[src/rtl/slave_b_resp_buffer_if.sv]
// Write-response path between the B-channel mux, the response buffer and the AXI B pins.
// The buffer uses the slave modport. The environment that drives the mux side and BREADY uses the master modport.
interface slave_b_resp_buffer_if #(
   parameter int ID_WIDTH   = 4,
   parameter int RESP_WIDTH = 2
) ();
   logic                  in_bvalid;
   logic [RESP_WIDTH-1:0] in_bresp;
   logic [ID_WIDTH-1:0]   in_bid;
   logic                  in_full;
   logic                  BVALID;
   logic [RESP_WIDTH-1:0] BRESP;
   logic [ID_WIDTH-1:0]   BID;
   logic                  BREADY;

   modport slave (
      input  in_bvalid, in_bresp, in_bid, BREADY,
      output in_full, BVALID, BRESP, BID
   );

   modport master (
      output in_bvalid, in_bresp, in_bid, BREADY,
      input  in_full, BVALID, BRESP, BID
   );
endinterface

[src/rtl/slave_b_resp_buffer.sv]
// A first-word-fall-through FIFO that holds write responses coming from the B mux, which has no backpressure.
// It drives the AXI B channel, and it asserts in_full so that the response sources stall.
module slave_b_resp_buffer #(
   parameter int ID_WIDTH   = 4,
   parameter int RESP_WIDTH = 2,
   parameter int DEPTH      = 4
) (
   input  logic                     ACLK,
   input  logic                     ARESET,
   slave_b_resp_buffer_if.slave     bus,
   output logic [$clog2(DEPTH):0]   occupancy,
   output logic                     overflow_err
);
   localparam int PTR_W = $clog2(DEPTH);
   localparam int CNT_W = PTR_W + 1;

   typedef struct packed {
      logic [RESP_WIDTH-1:0] bresp;
      logic [ID_WIDTH-1:0]   bid;
   } entry_t;

   entry_t             mem [DEPTH];
   entry_t             head;
   logic [PTR_W-1:0]   wr_ptr;
   logic [PTR_W-1:0]   rd_ptr;
   logic [CNT_W-1:0]   count;
   logic               push;
   logic               pop;

   // A push is judged against the count before the edge, so a pop in the same cycle cannot make room for it.
   assign push = bus.in_bvalid && !bus.in_full;
   assign pop  = bus.BVALID && bus.BREADY;

   assign bus.in_full = (count == CNT_W'(DEPTH));
   assign bus.BVALID  = (count != '0);
   assign head        = bus.BVALID ? mem[rd_ptr] : '0;
   assign bus.BRESP   = head.bresp;
   assign bus.BID     = head.bid;
   assign occupancy   = count;

   // NOTE: storage has no reset; the valid state lives entirely in count/pointers.
   always_ff @(posedge ACLK) begin
      if (push) begin
         mem[wr_ptr] <= '{bresp: bus.in_bresp, bid: bus.in_bid};
      end
   end

   always_ff @(posedge ACLK or posedge ARESET) begin
      if (ARESET) begin
         wr_ptr       <= '0;
         rd_ptr       <= '0;
         count        <= '0;
         overflow_err <= 1'b0;
      end else begin
         if (push) begin
            wr_ptr <= wr_ptr + 1'b1;
         end
         if (pop) begin
            rd_ptr <= rd_ptr + 1'b1;
         end
         case ({push, pop})
            2'b10:   count <= count + 1'b1;
            2'b01:   count <= count - 1'b1;
            default: count <= count;
         endcase
         if (bus.in_bvalid && bus.in_full) begin
            overflow_err <= 1'b1;
         end
      end
   end
endmodule

[src/flat_wrapper.sv]
// flat-port wrapper written by rule: the top's interface ports become plain ports
module slave_b_resp_buffer_flat 
#(
   parameter int ID_WIDTH   = 4,
   parameter int RESP_WIDTH = 2,
   parameter int DEPTH      = 4
)
  (ACLK, ARESET, occupancy, overflow_err, bus_in_bvalid, bus_in_bresp, bus_in_bid, bus_BREADY, bus_in_full, bus_BVALID, bus_BRESP, bus_BID);
  slave_b_resp_buffer_if #(.ID_WIDTH(ID_WIDTH), .RESP_WIDTH(RESP_WIDTH)) bus_i ();
  input  logic ACLK;
  input  logic ARESET;
  output logic [$clog2(DEPTH):0] occupancy;
  output logic overflow_err;
  input wire logic [$bits(bus_i.in_bvalid)-1:0] bus_in_bvalid;
  input wire logic [$bits(bus_i.in_bresp)-1:0] bus_in_bresp;
  input wire logic [$bits(bus_i.in_bid)-1:0] bus_in_bid;
  input wire logic [$bits(bus_i.BREADY)-1:0] bus_BREADY;
  output wire logic [$bits(bus_i.in_full)-1:0] bus_in_full;
  output wire logic [$bits(bus_i.BVALID)-1:0] bus_BVALID;
  output wire logic [$bits(bus_i.BRESP)-1:0] bus_BRESP;
  output wire logic [$bits(bus_i.BID)-1:0] bus_BID;
  assign bus_i.in_bvalid = bus_in_bvalid;
  assign bus_i.in_bresp = bus_in_bresp;
  assign bus_i.in_bid = bus_in_bid;
  assign bus_i.BREADY = bus_BREADY;
  assign bus_in_full = bus_i.in_full;
  assign bus_BVALID = bus_i.BVALID;
  assign bus_BRESP = bus_i.BRESP;
  assign bus_BID = bus_i.BID;
  slave_b_resp_buffer #(.ID_WIDTH(ID_WIDTH), .RESP_WIDTH(RESP_WIDTH), .DEPTH(DEPTH)) u_core (.ACLK(ACLK), .ARESET(ARESET), .bus(bus_i), .occupancy(occupancy), .overflow_err(overflow_err));
endmodule
[config.mk]
export PLATFORM = sky130hd
export DESIGN_NAME = slave_b_resp_buffer_flat
export DESIGN_NICKNAME = d
export VERILOG_FILES = /design/src/rtl/slave_b_resp_buffer_if.sv /design/src/rtl/slave_b_resp_buffer.sv /design/src/flat_wrapper.sv
export SDC_FILE = /design/constraint.sdc
export NUM_CORES = 1
export LEC_CHECK = 0
export CAP_MARGIN = 15
export CORE_MARGIN = 1
export CORE_UTILIZATION = 47
export DETAILED_ROUTE_END_ITERATION = 16
export HOLD_SLACK_MARGIN = 0.1
export PLACE_DENSITY = 0.84
export SLEW_MARGIN = 10
export SYNTH_ARGS = -nofsm -noshare
export SYNTH_HDL_FRONTEND = slang
export SYNTH_SLANG_ARGS = --single-unit
[constraint.sdc]
create_clock -name ACLK -period 1.9 [get_ports ACLK]
set_clock_uncertainty 0.15 [all_clocks]
set_input_delay 0.19 -clock ACLK [delete_from_list [all_inputs] [get_ports ACLK]]
set_output_delay 0.19 -clock ACLK [all_outputs]
set_load 0.01 [all_outputs]
### Word level (Yosys, flattened, before mapping)

Memory sizes are Yosys's and may differ from the RTL's.
Cells that the tools add are included.

| storage, ports and cells | value |
|---|---|
| register bits | 8 |
| bits in writable memories | 24 |
| logic and storage cells | 22 |
| memories kept | 1 |

Memories:

| memory | depth | width | read ports | clocked after memory_dff | write ports | RTL line | source |
|---|---|---|---|---|---|---|---|
| u_core.mem | 4 | 6 | 1 | 0 | 1 | slave_b_resp_buffer.sv:22 | `entry_t mem [DEPTH];` |

| operators by class | value |
|---|---|
| add/sub/neg operators | 4 |
| eq/ne operators | 3 |
| mux-type cells | 4 |
| reduce and logical (&&, ||, !) cells | 6 |

Operator list:

| cell | number |
|---|---|
| 6-bit two-way mux | 1 |
| 3-bit case mux with 2 select lines | 1 |
| 2-bit by 1-bit adder with 2-bit output (second input constant) | 2 |
| 3-bit by 1-bit adder with 3-bit output (second input constant) | 1 |
| 3-bit == test (second input constant) | 1 |
| 1-bit logical AND | 3 |
| 3-bit nonzero test | 1 |
| 3-bit by 1-bit subtractor with 3-bit output (second input constant) | 1 |
| 2-bit by 1-bit == test with 1-bit output (second input constant) | 1 |
| 2-bit == test (second input constant) | 1 |
| 1-bit two-way mux | 2 |
| 2-bit nonzero test | 1 |
| 1-bit zero test | 1 |

### Depth between registers and ports, before layout

| logic depth | value |
|---|---|
| depth in word-level cells | 5 |
| depth in mapped cells | 9 |
| gate-level depth less buffers | 9 |

### Worst setup path before layout

No wires, ideal clock.

| timing | value |
|---|---|
| path type | register to register |
| start point | register u_core.count[0], in the netlist u_core.occupancy[0] |
| end point | register u_core.count[2], in the netlist u_core.occupancy[2] |
| arrival time | 1.953 ns |
| required time | 1.671 ns |
| slack | -0.282 ns |
| cell stages (with the launch flop) | 10 |
| clock period less this slack | 2.182 ns |
| cells stage by stage | dfrtp_1 -> nor3b_2 -> nor2b_1 -> inv_1 -> ha_1 -> inv_1 -> fa_1 -> xor2_1 -> nor2_1 -> xor2_1 |

| on the way | value |
|---|---|
| cells in the longest elaborated chain, start to end | 5 |

Ends and longest elaborated chain:

| element | RTL line | source |
|---|---|---|
| from (decl) | slave_b_resp_buffer.sv:26 | `logic [CNT_W-1:0] count;` |
| from (signal assigned) | slave_b_resp_buffer.sv:62 | `2'b10: count <= count + 1'b1;` |
| from (signal assigned) | slave_b_resp_buffer.sv:63 | `2'b01: count <= count - 1'b1;` |
| from (signal assigned) | slave_b_resp_buffer.sv:64 | `default: count <= count;` |
| 3-bit == test (*) | slave_b_resp_buffer.sv:34 | `assign bus.in_full = (count == CNT_W'(DEPTH));` |
| net bus_in_full | flat_wrapper.sv:18 | `output wire logic [$bits(bus_i.in_full)-1:0] bus_in_full;` |
| 1-bit zero test (*) | slave_b_resp_buffer.sv:31 | `assign push = bus.in_bvalid && !bus.in_full;` |
| 1-bit logical AND (*) | slave_b_resp_buffer.sv:31 |  |
| 2-bit by 1-bit == test with 1-bit output / 2-bit == test (equally long branches) | slave_b_resp_buffer.sv:61 | `case ({push, pop})` |
| 3-bit case mux with 2 select lines / 2-bit nonzero test (equally long branches) | - |  |

The timed path passes the listed nets; every way through them passes the cells marked *.
A chain may end at the register's enable or synchronous reset.

### Worst setup path after layout

| timing | value |
|---|---|
| start point | register u_core.rd_ptr[0] |
| end point | output bus_BID[0] |

| on the way | value |
|---|---|
| cells in the longest elaborated chain, start to end | 2 |

Ends and longest elaborated chain:

| element | RTL line | source |
|---|---|---|
| from (decl) | slave_b_resp_buffer.sv:25 | `logic [PTR_W-1:0] rd_ptr;` |
| from (signal assigned) | slave_b_resp_buffer.sv:59 | `rd_ptr <= rd_ptr + 1'b1;` |
| memory 4 x 6 bit | - |  |
| 6-bit two-way mux | slave_b_resp_buffer.sv:36 | `assign head = bus.BVALID ? mem[rd_ptr] : '0;` |
| to (decl) | flat_wrapper.sv:21 | `output wire logic [$bits(bus_i.BID)-1:0] bus_BID;` |

No other way between the ends.

==> reports/results.txt <==
Clk buf depth -> 2
Avg Inst Size Synth -> 17.5 sq um
Setup WS post-layout -> -104 ps
Final Hold Fails -> 0
Site Rows -> 19
CP max FO -> 4
CTS tree -> built
First-pass GRT wire length -> 4.05 mm
PwrDens -> 1560 nW/um^2
CP max stage delay -> 490 ps
Hold Crit Class -> in2reg
Number of port buffers -> 21
Syn Nets -> 95
Drt drc -> 0
Top_reg_cell synth -> edfxtp_1
CP Launch Type -> flop
Cells after Synth -> 79
CP Capture Type -> primary output
Seq cells post-synth -> 32
Die Span Y -> 56.2 um
Gr ovfl total -> 0
Worst path arrival time -> 1660 ps
P_leak -> 0.000716 uW
Number of diodes -> 0
Status -> finished, violations left
Asr flop ratio synth -> 25.0%
Drt total wl -> 2.40 mm
Max frequency -> 499 MHz
All-Layer GR Usage -> 18.1%
Setup CP Type -> reg2out
DR iter-0 viols -> 4
DP Area -> 1700 sq um
Layout cells sized above 1 -> 41.7%
WL/cell -> 15.9 um
Synth top area cells -> edfxtp_1 (52%), dfrtp_1 (15%), mux4_2 (9.8%)
Synth area leader -> edfxtp_1
Router iterations before antenna repair -> 4
Number of cells on the critical path -> 4
DR vias/cell -> 5.21
CP required -> 1560 ps
Final ANT Viol Nets -> 0
Starting Density -> 50.0%
Final setup fails -> 8
Largest delay share family, worst path -> multiplexers
Slowest cell on the critical path -> mux4_2
Core Box Area -> 2760 sq um
Clk_lat worst skew -> 340 ps
Layout area overhead -> 31.5%
DR vias -> 786
Design area -> 1810 sq um
Synth top area share -> 52.3%
Clock root buffer -> clkbuf_4
Synthesis Warnings -> 0
Pin count of the biggest net entering global routing -> 10
Sequential area share after synthesis -> 66.8%
Boundary Pins -> 22
Fin. max-slew vios -> 0
Bufs and invs on worst path -> 2
Routability cong. -> 0.744
Clock Pin Slew Worst Setup and Hold Paths -> 100 ps
Initial antenna violation count -> 0
Cell repeated most along the worst path -> buf_6
Cell Chain, Critical Path -> buf_6 -> mux4_2 -> and2_4 -> buf_6
Most instantiated library cell after synthesis -> edfxtp_1
Yosys cell types -> 21
Crit share post-route -> 105%
Top cells by count, synth -> edfxtp_1 (24), and2_1 (9), dfrtp_1 (8), inv_1 (7), mux4_2 (6)
Clock Sink Count -> 32
Die area -> 3150 sq um
RSZ-0062 raised after global routing -> true
Post-layout nets -> 136
Worst r2r path cells -> 8
Vias in the first global route -> 906
Failing checks -> negative setup slack
Die width -> 56.2 um
Minimum clock period after layout -> 2000 ps
Pin slew with the least headroom to its limit -> 329 ps
Post-synth EDFFs -> 24
Hold depth -> 2
Dpl hpwl -> 1.68 mm
H-tree depth -> 2
Layout fillers -> 198
Final Util -> 65.7%
Total of max-cap violations -> 0
Power, Total -> 2830 uW
Worst VDD drop -> 0.00103 V
Num CTS Buffers -> 5
Mapped cell area -> 1380 sq um
Normalized max-slew margin -> 78.0%
## final cells by class
type                            instances  area [sq um]  share of cell area (%)
Sequential cell                        32           925                    51.0
Timing Repair Buffer                   37           334                    18.4
Tap cell                               31          38.8                    2.14
Clock buffer                            6          41.3                    2.28
Multi-Input combinational cell         37           443                    24.4
Clock inverter                          1          5.00                   0.276
Inverter                                7          26.3                    1.45
## cells in the final DEF (no fill, tap or decap), drive strengths merged
cell           count
dlygate4sd3        1
ha                 5
clkdlybuf4s50     13
buf               21
clkdlybuf4s15      1
clkbuf             7
nand3              1
nor3b              1
or3                1
xnor2              3
fa                 1
and2              11
edfxtp            24
xor2               3
inv                7
clkinv             1
nor2               1
a21o               1
dfrtp              8
mux2               1
mux2i              1
mux4               6
nor2b              1
## registers in the layout (all words and copies together) (netlist names)
signal	cells
u_core.mem	24
u_core.rd_ptr	2
u_core.wr_ptr	2
u_core.overflow_err	1
u_core.occupancy	3
## power by group
part           internal [uW]  switching (uW)  total, uW
registers                966             135       1100
logic                    843             538       1380
clock network            136             211        347
total                   1950             884       2830
## kinds of logic after synthesis
logic type,count (synthesis),share of synthesized area (%)
mux,8,11.3
fa+ha+maj,6,5.99
buf+inv,10,3.81
simple gates,16,7.71
xor+xnor,6,3.81
compound gates,1,0.545
flops,32,66.8
## routing by layer
metal | vias to the layer above | GRT usage [%] | routed length (um)
li1 | 360 | - | -
met1 | 395 | 19.7 | 987
met2 | 22 | 30.3 | 1230
met3 | 9 | 7.21 | 107
met4 | 0 | 9.41 | 74
met5 | - | 0 | 0
## worst reg2reg max path, delay by kind of cell, from the launching register on
family | cells | cell delay, ps
xor gates and xnor gates | 2 | 280
adders and majority gates | 2 | 340
and+or+nand+nor | 3 | 620
buffers and inverters | 1 | 50
DFF | 1 | 440
## repair_timing
| action | 4_1_cts | 5_1_grt |
|---|---|---|
| endpoints found under the setup margin | 10 | 10 |
| buffers inserted | 5 | 1 |
| hold endpoints to repair | 8 | 0 |
| pin swaps | 9 | 2 |
| gates resized for setup | 38 | 5 |
| hold buffers | 1 | 0 |
## worst paths after layout
| path | start | end | slack [ps] |
|---|---|---|---|
| worst max-delay path | u_core.rd_ptr[0]$_DFFE_PP0P_ | bus_BID[0] | -100 |
| worst max register to register | u_core.occupancy[0]$_DFFE_PP0P_ | u_core.occupancy[2]$_DFFE_PP0P_ | -80 |
| worst min-delay path | bus_in_bvalid | u_core.overflow_err$_DFFE_PP0P_ | 310 |
| max in group asynchronous | ARESET | u_core.occupancy[0]$_DFFE_PP0P_ | 830 |
| worst min register to register | u_core.overflow_err$_DFFE_PP0P_ | u_core.overflow_err$_DFFE_PP0P_ | 320 |
| min in group asynchronous | ARESET | u_core.wr_ptr[1]$_DFFE_PP0P_ | 500 |
## through the flow
step           worst slack [ps]  hold WS [ps]  instances  TNS, ps
2_1_floorplan              -193          -144         79     -370
3_3_place_gp               -225           292        137    -1340
3_5_place_dp               -250           296        137    -1500
4_1_cts                    -106           304        150     -670
5_1_grt                    -158           339        151    -1040
6_report                   -104           312        151     -599
Power figures use the tool's default switching activity.
